$ cat src/rtl/key_pulse_bank.sv
// key_pulse_bank: N independent raw inputs, each synchronised, debounced and
// turned into one-cycle event strobes. Per-channel mode selects rise, fall,
// both edges, or rise with auto-repeat while the input stays held.
`timescale 1ns/1ps

// One channel: 2-flop synchroniser, debounce, level/edge detect, repeat FSM.
module key_pulse_lane #(
    parameter int DEB_CYC = 16,
    parameter int REP_DLY = 1000,
    parameter int REP_PER = 200
) (
    input  logic       clk,
    input  logic       rst_n,
    input  logic       i_trig,
    input  logic [1:0] i_mode,
    output logic       o_level,
    output logic       o_pulse
);
    localparam int CW   = (DEB_CYC > 1) ? $clog2(DEB_CYC) : 1;
    localparam int RMAX = (REP_DLY > REP_PER) ? REP_DLY : REP_PER;
    localparam int RW   = $clog2(RMAX + 1);

    localparam logic [CW-1:0] CNT_TOP = CW'(DEB_CYC - 1);
    localparam logic [CW-1:0] CNT_ONE = CW'(1);
    localparam logic [RW-1:0] RC_DLY  = RW'(REP_DLY);
    localparam logic [RW-1:0] RC_PER  = RW'(REP_PER);
    localparam logic [RW-1:0] RC_ONE  = RW'(1);

    typedef enum logic [1:0] {ST_IDLE, ST_HOLD, ST_RPT} rpt_st_e;

    logic          r_s1, r_s2;
    logic [CW-1:0] r_cnt;
    logic          r_level, r_level_d;
    logic          r_pulse;
    rpt_st_e       r_st, w_st_nxt;
    logic [RW-1:0] r_rc, w_rc_nxt;

    logic w_rise, w_fall, w_strike, w_rpt_en, w_pulse_nxt;

    // Bring the asynchronous input into the clock domain.
    always_ff @(posedge clk or negedge rst_n) begin
        if (!rst_n) begin
            r_s1 <= 1'b0;
            r_s2 <= 1'b0;
        end else begin
            r_s1 <= i_trig;
            r_s2 <= r_s1;
        end
    end

    // Accept a new level only after DEB_CYC consecutive differing samples;
    // any sample matching the current level restarts the count.
    always_ff @(posedge clk or negedge rst_n) begin
        if (!rst_n) begin
            r_cnt     <= '0;
            r_level   <= 1'b0;
            r_level_d <= 1'b0;
        end else begin
            r_level_d <= r_level;
            if (r_s2 != r_level) begin
                if (r_cnt == CNT_TOP) begin
                    r_level <= r_s2;
                    r_cnt   <= '0;
                end else begin
                    r_cnt <= r_cnt + CNT_ONE;
                end
            end else begin
                r_cnt <= '0;
            end
        end
    end

    assign w_rise   = r_level & ~r_level_d;
    assign w_fall   = ~r_level & r_level_d;
    assign w_rpt_en = r_level && (i_mode == 2'b11);

    // Repeat FSM state and delay counter.
    always_ff @(posedge clk or negedge rst_n) begin
        if (!rst_n) begin
            r_st <= ST_IDLE;
            r_rc <= '0;
        end else begin
            r_st <= w_st_nxt;
            r_rc <= w_rc_nxt;
        end
    end

    // Repeat next-state: release or leaving mode 11 aborts silently.
    always_comb begin
        w_st_nxt = r_st;
        w_rc_nxt = r_rc;
        w_strike = 1'b0;
        if (!w_rpt_en) begin
            w_st_nxt = ST_IDLE;
            w_rc_nxt = '0;
        end else begin
            case (r_st)
                ST_IDLE: begin
                    if (w_rise) begin
                        w_st_nxt = ST_HOLD;
                        w_rc_nxt = RC_ONE;
                    end
                end
                ST_HOLD: begin
                    if (r_rc == RC_DLY) begin
                        w_strike = 1'b1;
                        w_st_nxt = ST_RPT;
                        w_rc_nxt = RC_ONE;
                    end else begin
                        w_rc_nxt = r_rc + RC_ONE;
                    end
                end
                ST_RPT: begin
                    if (r_rc == RC_PER) begin
                        w_strike = 1'b1;
                        w_rc_nxt = RC_ONE;
                    end else begin
                        w_rc_nxt = r_rc + RC_ONE;
                    end
                end
                default: begin
                    w_st_nxt = ST_IDLE;
                    w_rc_nxt = '0;
                end
            endcase
        end
    end

    // Select which events produce a strobe for the current mode.
    always_comb begin
        w_pulse_nxt = 1'b0;
        case (i_mode)
            2'b00:   w_pulse_nxt = w_rise;
            2'b01:   w_pulse_nxt = w_fall;
            2'b10:   w_pulse_nxt = w_rise | w_fall;
            default: w_pulse_nxt = w_rise | w_strike;
        endcase
    end

    // Register the strobe so downstream sees a clean one-cycle pulse.
    always_ff @(posedge clk or negedge rst_n) begin
        if (!rst_n) r_pulse <= 1'b0;
        else        r_pulse <= w_pulse_nxt;
    end

    assign o_level = r_level;
    assign o_pulse = r_pulse;
endmodule

// Bank of N identical, fully independent channels.
module key_pulse_bank #(
    parameter int N       = 4,
    parameter int DEB_CYC = 16,
    parameter int REP_DLY = 1000,
    parameter int REP_PER = 200
) (
    input  logic           clk,
    input  logic           rst_n,
    input  logic [N-1:0]   in_trig,
    input  logic [2*N-1:0] mode,
    output logic [N-1:0]   level_out,
    output logic [N-1:0]   pulse_out
);
    for (genvar g = 0; g < N; g++) begin : g_lane
        key_pulse_lane #(
            .DEB_CYC(DEB_CYC),
            .REP_DLY(REP_DLY),
            .REP_PER(REP_PER)
        ) u_lane (
            .clk    (clk),
            .rst_n  (rst_n),
            .i_trig (in_trig[g]),
            .i_mode (mode[2*g +: 2]),
            .o_level(level_out[g]),
            .o_pulse(pulse_out[g])
        );
    end
endmodule

$ cat config.mk
export PLATFORM = sky130hd
export DESIGN_NAME = key_pulse_bank
export DESIGN_NICKNAME = d
export VERILOG_FILES = /design/src/rtl/key_pulse_bank.sv
export SDC_FILE = /design/constraint.sdc
export NUM_CORES = 1
export LEC_CHECK = 0
export BUFFER_PORTS_ARGS = -buffer_cell sky130_fd_sc_hd__buf_4
export CAP_MARGIN = 20
export CORE_UTILIZATION = 60
export DETAILED_ROUTE_END_ITERATION = 10
export MAX_ROUTING_LAYER = met4
export PLACE_DENSITY = 0.83
export SYNTH_ARGS = -nofsm -noshare
export SYNTH_HDL_FRONTEND = slang
export SYNTH_SLANG_ARGS = --single-unit
$ cat constraint.sdc
create_clock -name clk -period 4.3 [get_ports clk]
set_input_delay 0.215 -clock clk [delete_from_list [all_inputs] [get_ports clk]]
set_output_delay 0.215 -clock clk [all_outputs]
set_load 0.05 [all_outputs]
# [Yosys cells after proc, flatten, opt, wreduce, memory -nomap -nowiden]
# Index checks and enable logic that the tools add are counted.
# Widths: inputs -> output; s select.
[word_totals] output_inout_bits=8 register_bits=84 input_bits=14 elab_cells=196
[op_classes] muxes=64 eq_ne=48 bitwise=24 reduce_logical=20 add_sub_neg=8
[ops] operator="$mux 10" n=16
[ops] operator="$pmux 10 s3" n=4
[ops] operator="$add 10x1->10 const B" n=4
[ops] operator="$eq 10x10->1 const B" n=4
[ops] operator="$eq 10x8->1 const B" n=4
[ops] operator="$mux 4" n=8
[ops] operator="$eq 2x2->1 const B" n=12
[ops] operator="$mux 2" n=12
[ops] operator="$pmux 2 s3" n=4
[ops] operator="$add 4x1->4 const B" n=4
[ops] operator="$eq 2x1->1 const B" n=8
[ops] operator="$eq 4x4->1 const B" n=4
[ops] operator="$logic_not 2->1" n=8
[ops] operator="$mux 1" n=12
[ops] operator="$ne 3x2->1 const B" n=4
[ops] operator="$ne 3x3->1 const B" n=4
[ops] operator="$pmux 1 s3" n=4
[ops] operator="$reduce_and 3->1" n=4
[ops] operator="$and 1x1->1" n=8
[ops] operator="$ne 2x2->1 const B" n=4
[ops] operator="$not 1->1" n=8
[ops] operator="$or 1x1->1" n=8
[ops] operator="$pmux 1 s2" n=4
[ops] operator="$reduce_and 2->1" n=4
[ops] operator="other kinds (2)" n=8

# [Depth between registers and ports, before layout]
# Gate-level depths: netlist of the first run.
[depth] depth_word=6 mapped_depth=8 depth_no_buf=7

# [Modules after synthesis]
# Synthesis of the first run repeated with hierarchy kept, for this count alone.
[hier_totals] hier_cells=512 area_unflattened_um2=5074.9
[modules_own_cells] mod="key_pulse_lane" cells_each=128 seq_area_each_um2=525.5 instances=4 area_per_inst_um2=1268.7

# [Worst setup path before layout of the first run]
# OpenSTA, ideal clock, no wires.
[synth_timing] path_kind="reg2reg" start="register g_lane[1].u_lane.r_rc[0]" end="register g_lane[1].u_lane.r_rc[8]" stages_incl_launch_ff=9 required_ns=4.179 path_buffers=1 slack_ns=2.481 period_less_slack_ns=1.819 setup_time_ns=0.121 arrival_ns=1.698 path_cell_list="dfrtp_1 > inv_1 > ha_1 > nor4bb_1 > a41o_1 > a21oi_1 > buf_2 > a21o_1 > a22o_1"
[synth_between] elab_chain_len=4 word_cells_on_any_way=7 cone_classes="add/sub (1); eq/ne (2); mux (4)"
[synth_lines] item="start: declaration" line_no="36" source="logic [RW-1:0] r_rc, w_rc_nxt;"
[synth_lines] item="start signal: assignment" line_no="84" source="r_rc <= w_rc_nxt;"
[synth_lines] item="$add 10x1->10, or another cell as far along" line_no="110, 118"
[synth_lines] item="$mux 10 (on tied branches)" line_no="114, 105"
[synth_lines] item="$pmux 10 s3 *" line_no="97" source="case (r_st)"
[synth_lines] item="$mux 10 *" line_no="93" source="if (!w_rpt_en) begin"
# Mark *: on every way between the ends. The rest lies on a longest branch, timed or not.
# A chain may end at the register's enable or synchronous reset.

# [Final worst setup path of the first run]
[layout_timing] start="register g_lane[1].u_lane.r_rc[0]" end="register g_lane[1].u_lane.r_rc[9]"
# Same word-level chain as after synthesis.

==> impl_metrics.toml, run 1 <==
[grt]
grt_pass1_wl_um = 15700
grt_max_degree = 85
grt.met1_usage = 0.2868
antenna_found_initial = 0
gr-usage-all-layers = 0.2372
met2_usage = 0.3991
grt_pass1_vias = 3634
use_met3 = 0.05390
overflow = 0
top_usage_layer = "met2"

[clock_tree]
clkSlewWorstSetupHoldPaths_ns = 0.08
cts-resized-gates = 0
htreeDepth = 3
cts_made_buffers = 9
clockBufferDepth = 2
cts_tree = "done"
clk_latency_ns = 0.36
cts_sinks = 84
cts_root_buffer = "clkbuf_8"
cts_setup_buffers = 0

[worst_setup_path]
critPathMaxStageDelay_ns = 0.67
critPathCaptureType = "register"
crit_chain = "inv_1, ha_1, nor4bb_1, a41o_1, a21oi_1, a21oi_1, a31oi_1"
reg2regPathDepth = 7
arrival_ns = 2.40
crit_slowest_cell = "a21oi_1"
path_max_fanout = 11
cpMostUsedCell = "a21oi_1"
required_ns = 4.58
critPathKind = "reg -> reg"
cp-start-kind = "register"

[timing]
finalCritPeriodShare = 0.4936
relSlewSlack = 0.4510
setup_tns_ns = 0
rsz0062_at_grt = "false"
drv_slew = 0
worst_pin_slew_ns = 0.8234
timing.fmax_ghz = 0.4712
finalSetupViolations = 0
hold_viol = 0
skew_ns = 0.01002
period_needed_ns = 2.122

[logic_synthesis]
seq_area_frac_synth = 0.4348
synth-edff-count = 0
synth_compound_area_frac = 0.1837
yosys.area.top_type = "dfrtp_1"
synth_top_area_frac = 0.4348
yosysMostFrequentCell = "dfrtp_1"
yosysWarnings = 0
synth.area.mux_share = 0.03002
yosys.area_share.simple = 0.1998
syn_area_um2 = 4835
synth_ff_type = "dfrtp_1"
syn-instance-count = 491
yosysUniqueCellTypes = 62
async_flop_share = 1.000
synth_top_family_by_area = "simple AND/OR/NAND/NOR gates"
synthXorXnorAreaFrac = 0.01630
yosys-top-cells-area = "dfrtp_1, ha_1, nand3_1, o21ai_0, nor2_1"
synth-seq-cells = 84
synth_common_cells = "dfrtp_1, nor2_1, ha_1, inv_1, nand3_1"
synthAdderAreaFrac = 0.09317
synthesis.nets = 541
syn_area_per_cell_um2 = 9.847

[pwr]
power.density_nw_per_um2 = 258.9
p_int_w = 0.001053
finalPower_w = 0.001370
comb_power_share = 0.043
p_clk_frac = 0.363
p_leak_nw = 2.471
p_switching_w = 0.0003174
pwr-share-seq = 0.594
p_sw_frac = 0.2317
peakVddDrop_mv = 0.1866

[die]
fp.dieW_um = 91.77
die_h_um = 91.77
num_io_pins = 22
design.core.area_um2 = 7767
die_area_um2 = 8421
start_util = 0.6224
rows = 32

[route]
dr_total_vias = 3716
drt_iter0_markers = 158
vias_per_cell = 5.936
firstDrtPassIters = 4
drc = 0
antenna_left = 0
drt-wirelength-per-cell_um = 14.24
wirelength_um = 8917

[final_layout]
final-seq-area_um2 = 2102
drive_gt1_frac = 0.1145
multi_input_area_um2 = 2529
num-fill-cells = 617
fin_nets = 569
n_antenna_cell = 0
area_growth_pct = 9.446

[worst_hold_path]
hold_class = "in -> reg"
min_path_cells = 2

[flow_run]
cap_violations = 0

[place]
dp_hpwl_um = 6182
globalplace.congestion = 0.8657
port_buffers = 21

[run_status]
status = "complete, no violations"
[metal layers]
metal	vias up	routed length (um)	part of all wire
met2	77	4487	0.50
met4	0	87	0.0098
met5	-	0	0
met1	1805	4019	0.45
li1	1820	-	-
met3	14	323	0.036
[state kept, by name (all words and copies together), names as in the netlist]
register	count
g_lane.u_lane.o_level	4
g_lane.u_lane.r_rc	40
g_lane.u_lane.o_pulse	4
g_lane.u_lane.r_s1	4
g_lane.u_lane.r_level_d	4
g_lane.u_lane.r_s2	4
g_lane.u_lane.r_cnt	16
g_lane.u_lane.r_st	8
[placed cells by master (no fill, tap or decap), drive strengths merged, types with 17 or more instances in the layout]
master and n:
nand2 29, dfrtp 84, ha 36, a21oi 22
nor2 40, a21o 17, o21ai 34, buf 22
inv 34, nand3 32
[per-stage QoR]
step,utilization,hold slack (ns),setup slack (ns),cell area (um2),instances
4_1_cts,0.6764,0.07149,2.153,5254,624
6_report,0.6812,0.1142,2.178,5291,626
2_1_floorplan,-,-0.08059,2.481,4835,491
3_3_place_gp,0.6493,0.3245,2.260,5044,604
5_1_grt,0.6812,0.1147,1.960,5291,626
3_5_place_dp,0.6493,0.3255,2.170,5044,604
[final timing paths]
path / slack [ns] / endpoint / startpoint
setup / recovery: 2.18 / g_lane[1].u_lane.r_rc[9] / g_lane[1].u_lane.r_rc[0]
hold / removal: 0.11 / g_lane[1].u_lane.o_pulse / mode[2]
setup reg to reg: 2.18 / g_lane[1].u_lane.r_rc[9] / g_lane[1].u_lane.r_rc[0]
hold reg to reg: 0.35 / g_lane[1].u_lane.r_s2 / g_lane[1].u_lane.r_s1
max in group asynchronous: 3.47 / g_lane[3].u_lane.r_cnt[1] / rst_n
min in group asynchronous: 0.24 / g_lane[0].u_lane.r_rc[5] / rst_n
[logic make-up (layout without fill, tap and decap cells)]
group / Yosys count / in the layout
adders and majority gates: 36 / 36
and+or+nand+nor: 178 / 178
muxes: 14 / 14
DFF: 84 / 84
buffers and inverters: 44 / 77
AOI/OAI and AO/OA: 126 / 126
xor gates and xnor gates: 9 / 9
[worst max-delay path: cells and delay by family (launching register included)]
| kind | cells | cell delay, ns |
|---|---|---|
| buffers and inverters | 1 | 0.06 |
| and+or+nand+nor | 1 | 0.15 |
| adders and majority gates | 1 | 0.20 |
| DFF | 1 | 0.41 |
| AOI/OAI and AO/OA | 4 | 1.22 |
[power groups by stage]
stage	Combinational (W)	Clock (W)	Sequential, W
floorplan	0.0000206	0	0.000826
global placement	0.0000496	0	0.000828
detailed placement	0.0000520	0	0.000829
CTS	0.0000558	0.000512	0.000814
global route	0.0000676	0.000536	0.000816
finish	0.0000584	0.000498	0.000814
[cell type report]
type                    count  area share
multi-input cells         363      0.4779
flip-flops and latches     84      0.3973
repair buffers             27     0.04446
clock buffers              12     0.02743
inverters                  34     0.02412
well taps                 102     0.02412
clock inverters             4    0.004729
[what timing repair did]
item                                    4_1_cts  5_1_grt
endpoints found under the setup margin        0        0
hold buffers                                  4        1
hold endpoints to repair                      4       13
Power figures use the tool's default switching activity.
==> run 2: changes to the inputs <==
Clock period 4.3 ns to 2.1 ns, I/O delays scaled along.
==> impl_metrics.toml, run 2 (synthesis results as in run 1) <==
[run_status]
status = "complete, no violations"

[worst_setup_path]
crit_slowest_cell = "dfrtp_1"
critPathCaptureType = "register"
path_max_fanout = 5
reg2reg_slack_ns = 0.09
arrival_ns = 2.25
cp_top_family = "compound AO/OA/AOI/OAI gates"
cp-start-kind = "register"
critPathMaxStageDelay_ns = 0.43
crit_chain = "inv_1, ha_1, nor4bb_4, a41o_1, a211oi_1, buf_4, a21o_1, a22o_1"
required_ns = 2.34
critPathKind = "reg -> reg"
path_buf_inv = 2

[route]
antenna_left = 0
drt-wirelength-per-cell_um = 15.12
wl_met2_um = 4717
dr_total_vias = 3768
wl_met3_um = 325
wl_met1_um = 4354
vias_per_cell = 5.943
drc = 0
drt_iter0_markers = 210
routed.top_layer = "met4"
wirelength_um = 9584
firstDrtPassIters = 5

[grt]
overflow = 0
antenna_found_initial = 0
grt_max_degree = 52
gr-usage-all-layers = 0.2473
grt_pass1_vias = 3735
grt_pass1_wl_um = 16390

[pwr]
p_int_w = 0.002355
p_clk_frac = 0.410
power.density_nw_per_um2 = 556.7
p_leak_nw = 2.536
peakVddDrop_mv = 0.4997
comb_power_share = 0.039
p_sw_frac = 0.2210
p_switching_w = 0.0006682
finalPower_w = 0.003023
pwr-share-seq = 0.551

[final_layout]
drive_gt1_frac = 0.1410
fin_nets = 578
n_antenna_cell = 0
reg_top3 = "g_lane.u_lane.r_rc (40), g_lane.u_lane.r_cnt (16), g_lane.u_lane.r_st (8)"
final_common_cell = "dfrtp_1"
final_area_um2 = 5431
area_growth_pct = 12.34
final_cell_mix = "dfrtp_1, nor2_1, ha_1"
largest-register = "g_lane.u_lane.r_rc"
largest_reg_flops = 40

[timing]
rsz0062_at_grt = "false"
drv_slew = 0
setup_tns_ns = 0
relSlewSlack = 0.6166
finalCritPeriodShare = 0.9575
skew_ns = 0.01084
finalSetupViolations = 0
worst_pin_slew_ns = 0.5729
hold_viol = 0
timing.fmax_ghz = 0.4973
period_needed_ns = 2.011
timing.final.ws_setup_ns = 0.08925
whs_ns = 0.01129

[die]
die_area_um2 = 8421
fp.dieW_um = 91.77
num_io_pins = 22
start_util = 0.6224
rows = 32
die_h_um = 91.77
design.core.area_um2 = 7767

[place]
placed_area_um2 = 5131
dpl_worst_slack_ns = 0.09394
port_buffers = 21
globalplace.congestion = 0.8724
dp_hpwl_um = 6673

[clock_tree]
cts_sinks = 84
clockBufferDepth = 2
clk_latency_ns = 0.35
cts_setup_buffers = 0
cts_tree = "done"
clkSlewWorstSetupHoldPaths_ns = 0.09
cts_root_buffer = "clkbuf_8"
htreeDepth = 3
cts_made_buffers = 9

[flow_run]
cap_violations = 0

[worst_hold_path]
hold_class = "in -> reg"
[run 2: cell count changes in the layout (fill, tap and decap cells not counted), sizes merged]
cell / delta
buf: +9
bufinv: +2
clkbuf: -2
clkinvlp: -1
[run 2: routing by layer]
| layer | track usage | vias to the layer above |
|---|---|---|
| met1 | 0.3125 | 1818 |
| met5 | - | - |
| met4 | 0.09375 | 0 |
| li1 | - | 1845 |
| met2 | 0.4048 | 84 |
| met3 | 0.03814 | 21 |
[run 2: stage by stage]
step | utilization | cells
6_report | 0.6993 | 634
5_1_grt | 0.6993 | 634
4_1_cts | 0.6935 | 634
3_5_place_dp | 0.6606 | 614
3_3_place_gp | 0.6606 | 614
2_1_floorplan | - | 491
[run 2: timing repair]
action	CTS	global route
endpoints found under the setup margin	0	10
resized for setup	0	8
hold endpoints to repair	37	0
hold buffers	5	0
[run 2: worst paths after layout]
kind                                           from                       end  cells after the start
max                        g_lane[1].u_lane.r_rc[0]  g_lane[1].u_lane.r_rc[6]                      8
min reg2reg                   g_lane[1].u_lane.r_s1     g_lane[1].u_lane.r_s2                      0
max reg2reg                g_lane[1].u_lane.r_rc[0]  g_lane[1].u_lane.r_rc[6]                      8
min                                         mode[5]  g_lane[2].u_lane.o_pulse                      2
max in group asynchronous                     rst_n  g_lane[2].u_lane.r_rc[9]                      3
min in group asynchronous                     rst_n  g_lane[0].u_lane.r_rc[1]                      2
[run 2: cell type report]
| cell class | instances | area (um2) |
|---|---|---|
| Timing Repair Buffer | 36 | 295.3 |
| Multi-Input combinational cell | 363 | 2574 |
| Tap cell | 102 | 127.6 |
| Sequential cell | 84 | 2102 |
| Fill cell | 577 | 2336 |
| Clock inverter | 5 | 77.57 |
| Inverter | 34 | 127.6 |
| Clock buffer | 10 | 127.6 |
[run 2: power groups by stage]
| stage | Combinational, W | Sequential (W) | Clock, W |
|---|---|---|---|
| 2_1_floorplan | 0.0000421 | 0.00169 | 0 |
| 3_5_place_dp | 0.000113 | 0.00170 | 0 |
| 3_3_place_gp | 0.000108 | 0.00169 | 0 |
| 6_report | 0.000118 | 0.00167 | 0.00124 |
| 4_1_cts | 0.000122 | 0.00167 | 0.00126 |
| 5_1_grt | 0.000138 | 0.00167 | 0.00132 |
==> run 3: changes to the inputs <==
Settings changed: CAP_MARGIN 20 to 10, MAX_ROUTING_LAYER met4 to not set.
==> impl_metrics.toml, run 3 (synthesis results as in run 1) <==
[worst_setup_path]
crit_slowest_cell = "dfrtp_1"
required_ns = 2.34
cp-start-kind = "register"
critPathMaxStageDelay_ns = 0.43
reg2regPathDepth = 8
critPathCaptureType = "register"
reg2reg_from = "g_lane[1].u_lane.r_rc[0]"
timing.rr.end = "g_lane[1].u_lane.r_rc[5]"
path_buf_inv = 2
path_max_fanout = 5
critPathKind = "reg -> reg"
startpoint = "g_lane[1].u_lane.r_rc[0]"
arrival_ns = 2.25
cp_top_family = "compound AO/OA/AOI/OAI gates"
reg2reg_slack_ns = 0.09
crit_chain = "inv_1, ha_1, nor4bb_4, a41o_1, a211oi_1, buf_4, a21o_1, a22o_1"

[route]
drt_iter0_markers = 203
dr_total_vias = 3785
antenna_left = 0
drc = 0
wirelength_um = 9573
firstDrtPassIters = 5
drt-wirelength-per-cell_um = 15.10
vias_per_cell = 5.970

[worst_hold_path]
min_path_cells = 2
hold_end = "g_lane[2].u_lane.o_pulse"
hold_class = "in -> reg"
worstHoldStart = "mode[5]"

[timing]
timing.fmax_ghz = 0.4972
drv_slew = 0
finalSetupViolations = 0
skew_ns = 0.008088
relSlewSlack = 0.6166
setup_tns_ns = 0
worst_pin_slew_ns = 0.5729
rsz0062_at_grt = "false"
period_needed_ns = 2.011
hold_viol = 0
finalCritPeriodShare = 0.9578

[grt]
overflow = 0
antenna_found_initial = 0
grt_max_degree = 52
gr-usage-all-layers = 0.2405
grt_pass1_wl_um = 16400
grt_pass1_vias = 3730

[die]
num_io_pins = 22
fp.dieW_um = 91.77
design.core.area_um2 = 7767
start_util = 0.6224
die_area_um2 = 8421
rows = 32
die_h_um = 91.77

[flow_run]
cap_violations = 0

[place]
port_buffers = 21
globalplace.congestion = 0.8587
dp_hpwl_um = 6673

[run_status]
status = "complete, no violations"

[clock_tree]
cts_sinks = 84
cts_made_buffers = 9
clkSlewWorstSetupHoldPaths_ns = 0.08
cts_tree = "done"
clk_latency_ns = 0.34
clockBufferDepth = 2
cts_root_buffer = "clkbuf_8"
htreeDepth = 3

[pwr]
p_leak_nw = 2.536
peakVddDrop_mv = 0.5017
finalPower_w = 0.003021
power.density_nw_per_um2 = 556.2

[final_layout]
area_growth_pct = 12.34
final_cell_mix = "dfrtp_1, nor2_1, ha_1"
num-fill-cells = 577
largest-register = "g_lane.u_lane.r_rc"
n_antenna_cell = 0
reg_top3 = "g_lane.u_lane.r_rc (40), g_lane.u_lane.r_cnt (16), g_lane.u_lane.r_st (8)"
drive_gt1_frac = 0.1410
final_common_cell = "dfrtp_1"
final_core_util = 0.6993
fin_nets = 578
largest_reg_flops = 40
run 3: cell counts in the layout (fill, tap and decap cells not counted):
No cell type changed its count.
run 3: repair_timing:
item / CTS / global route
hold endpoints to repair: 37 / 0
hold buffers: 5 / 0
setup buffers: 0 / 0
resized for setup: 0 / 8
endpoints found under the setup margin: 0 / 10
run 3: worst max path at each step:
stage	to	slack [ns]	cells past startpoint
detailed placement	g_lane[1].u_lane.r_rc[6]	0.09	8
finish	g_lane[1].u_lane.r_rc[5]	0.09	8
global placement	g_lane[1].u_lane.r_rc[6]	0.20	8
global route	g_lane[1].u_lane.r_rc[5]	0.007	8
floorplan	g_lane[1].u_lane.r_rc[8]	0.28	8
CTS	g_lane[1].u_lane.r_rc[6]	0.04	8
run 3: layout make-up:
cell class,instances,area [um2],area share
clock buffer,10,127.6,0.02350
clock inverter,5,77.57,0.01428
inverter,34,127.6,0.02350
sequential,84,2102,0.3870
timing repair buffer,36,295.3,0.05437
multi-input combinational,363,2574,0.4739
tap,102,127.6,0.02350
run 3: per-layer routing:
layer	vias to the layer above	GRT usage	wire length [um]
met4	0	0.09375	156
met3	18	0.03814	368
met1	1825	0.3147	4326
met5	-	0	0
met2	98	0.4029	4721
li1	1844	-	-
run 3: through the flow:
step           instance area (um2)  hold WS [ns]  std cells  setup slack [ns]
2_1_floorplan                 4835       -0.1906        491            0.2812
3_5_place_dp                  5131       0.09081        614           0.09394
4_1_cts                       5386       0.01396        634           0.03598
3_3_place_gp                  5131       0.08637        614            0.2028
6_report                      5431       0.02039        634           0.08864
5_1_grt                       5431       0.02602        634          0.007262
run 3: worst register-to-register path, cell delays in order, from the launching register on:
cell	delay, ns
dfrtp_1	0.43
inv_1	0.10
ha_1	0.19
nor4bb_4	0.33
a41o_1	0.23
a211oi_1	0.08
buf_4	0.17
a21o_1	0.15
a22o_1	0.22
run 3: power breakdown:
| part | leakage [nW] | total [W] | internal, W | switching [W] |
|---|---|---|---|---|
| logic | 1.29 | 0.000118 | 0.0000526 | 0.0000653 |
| registers | 1.15 | 0.00167 | 0.00164 | 0.0000232 |
| clock network | 0.102 | 0.00124 | 0.000660 | 0.000577 |
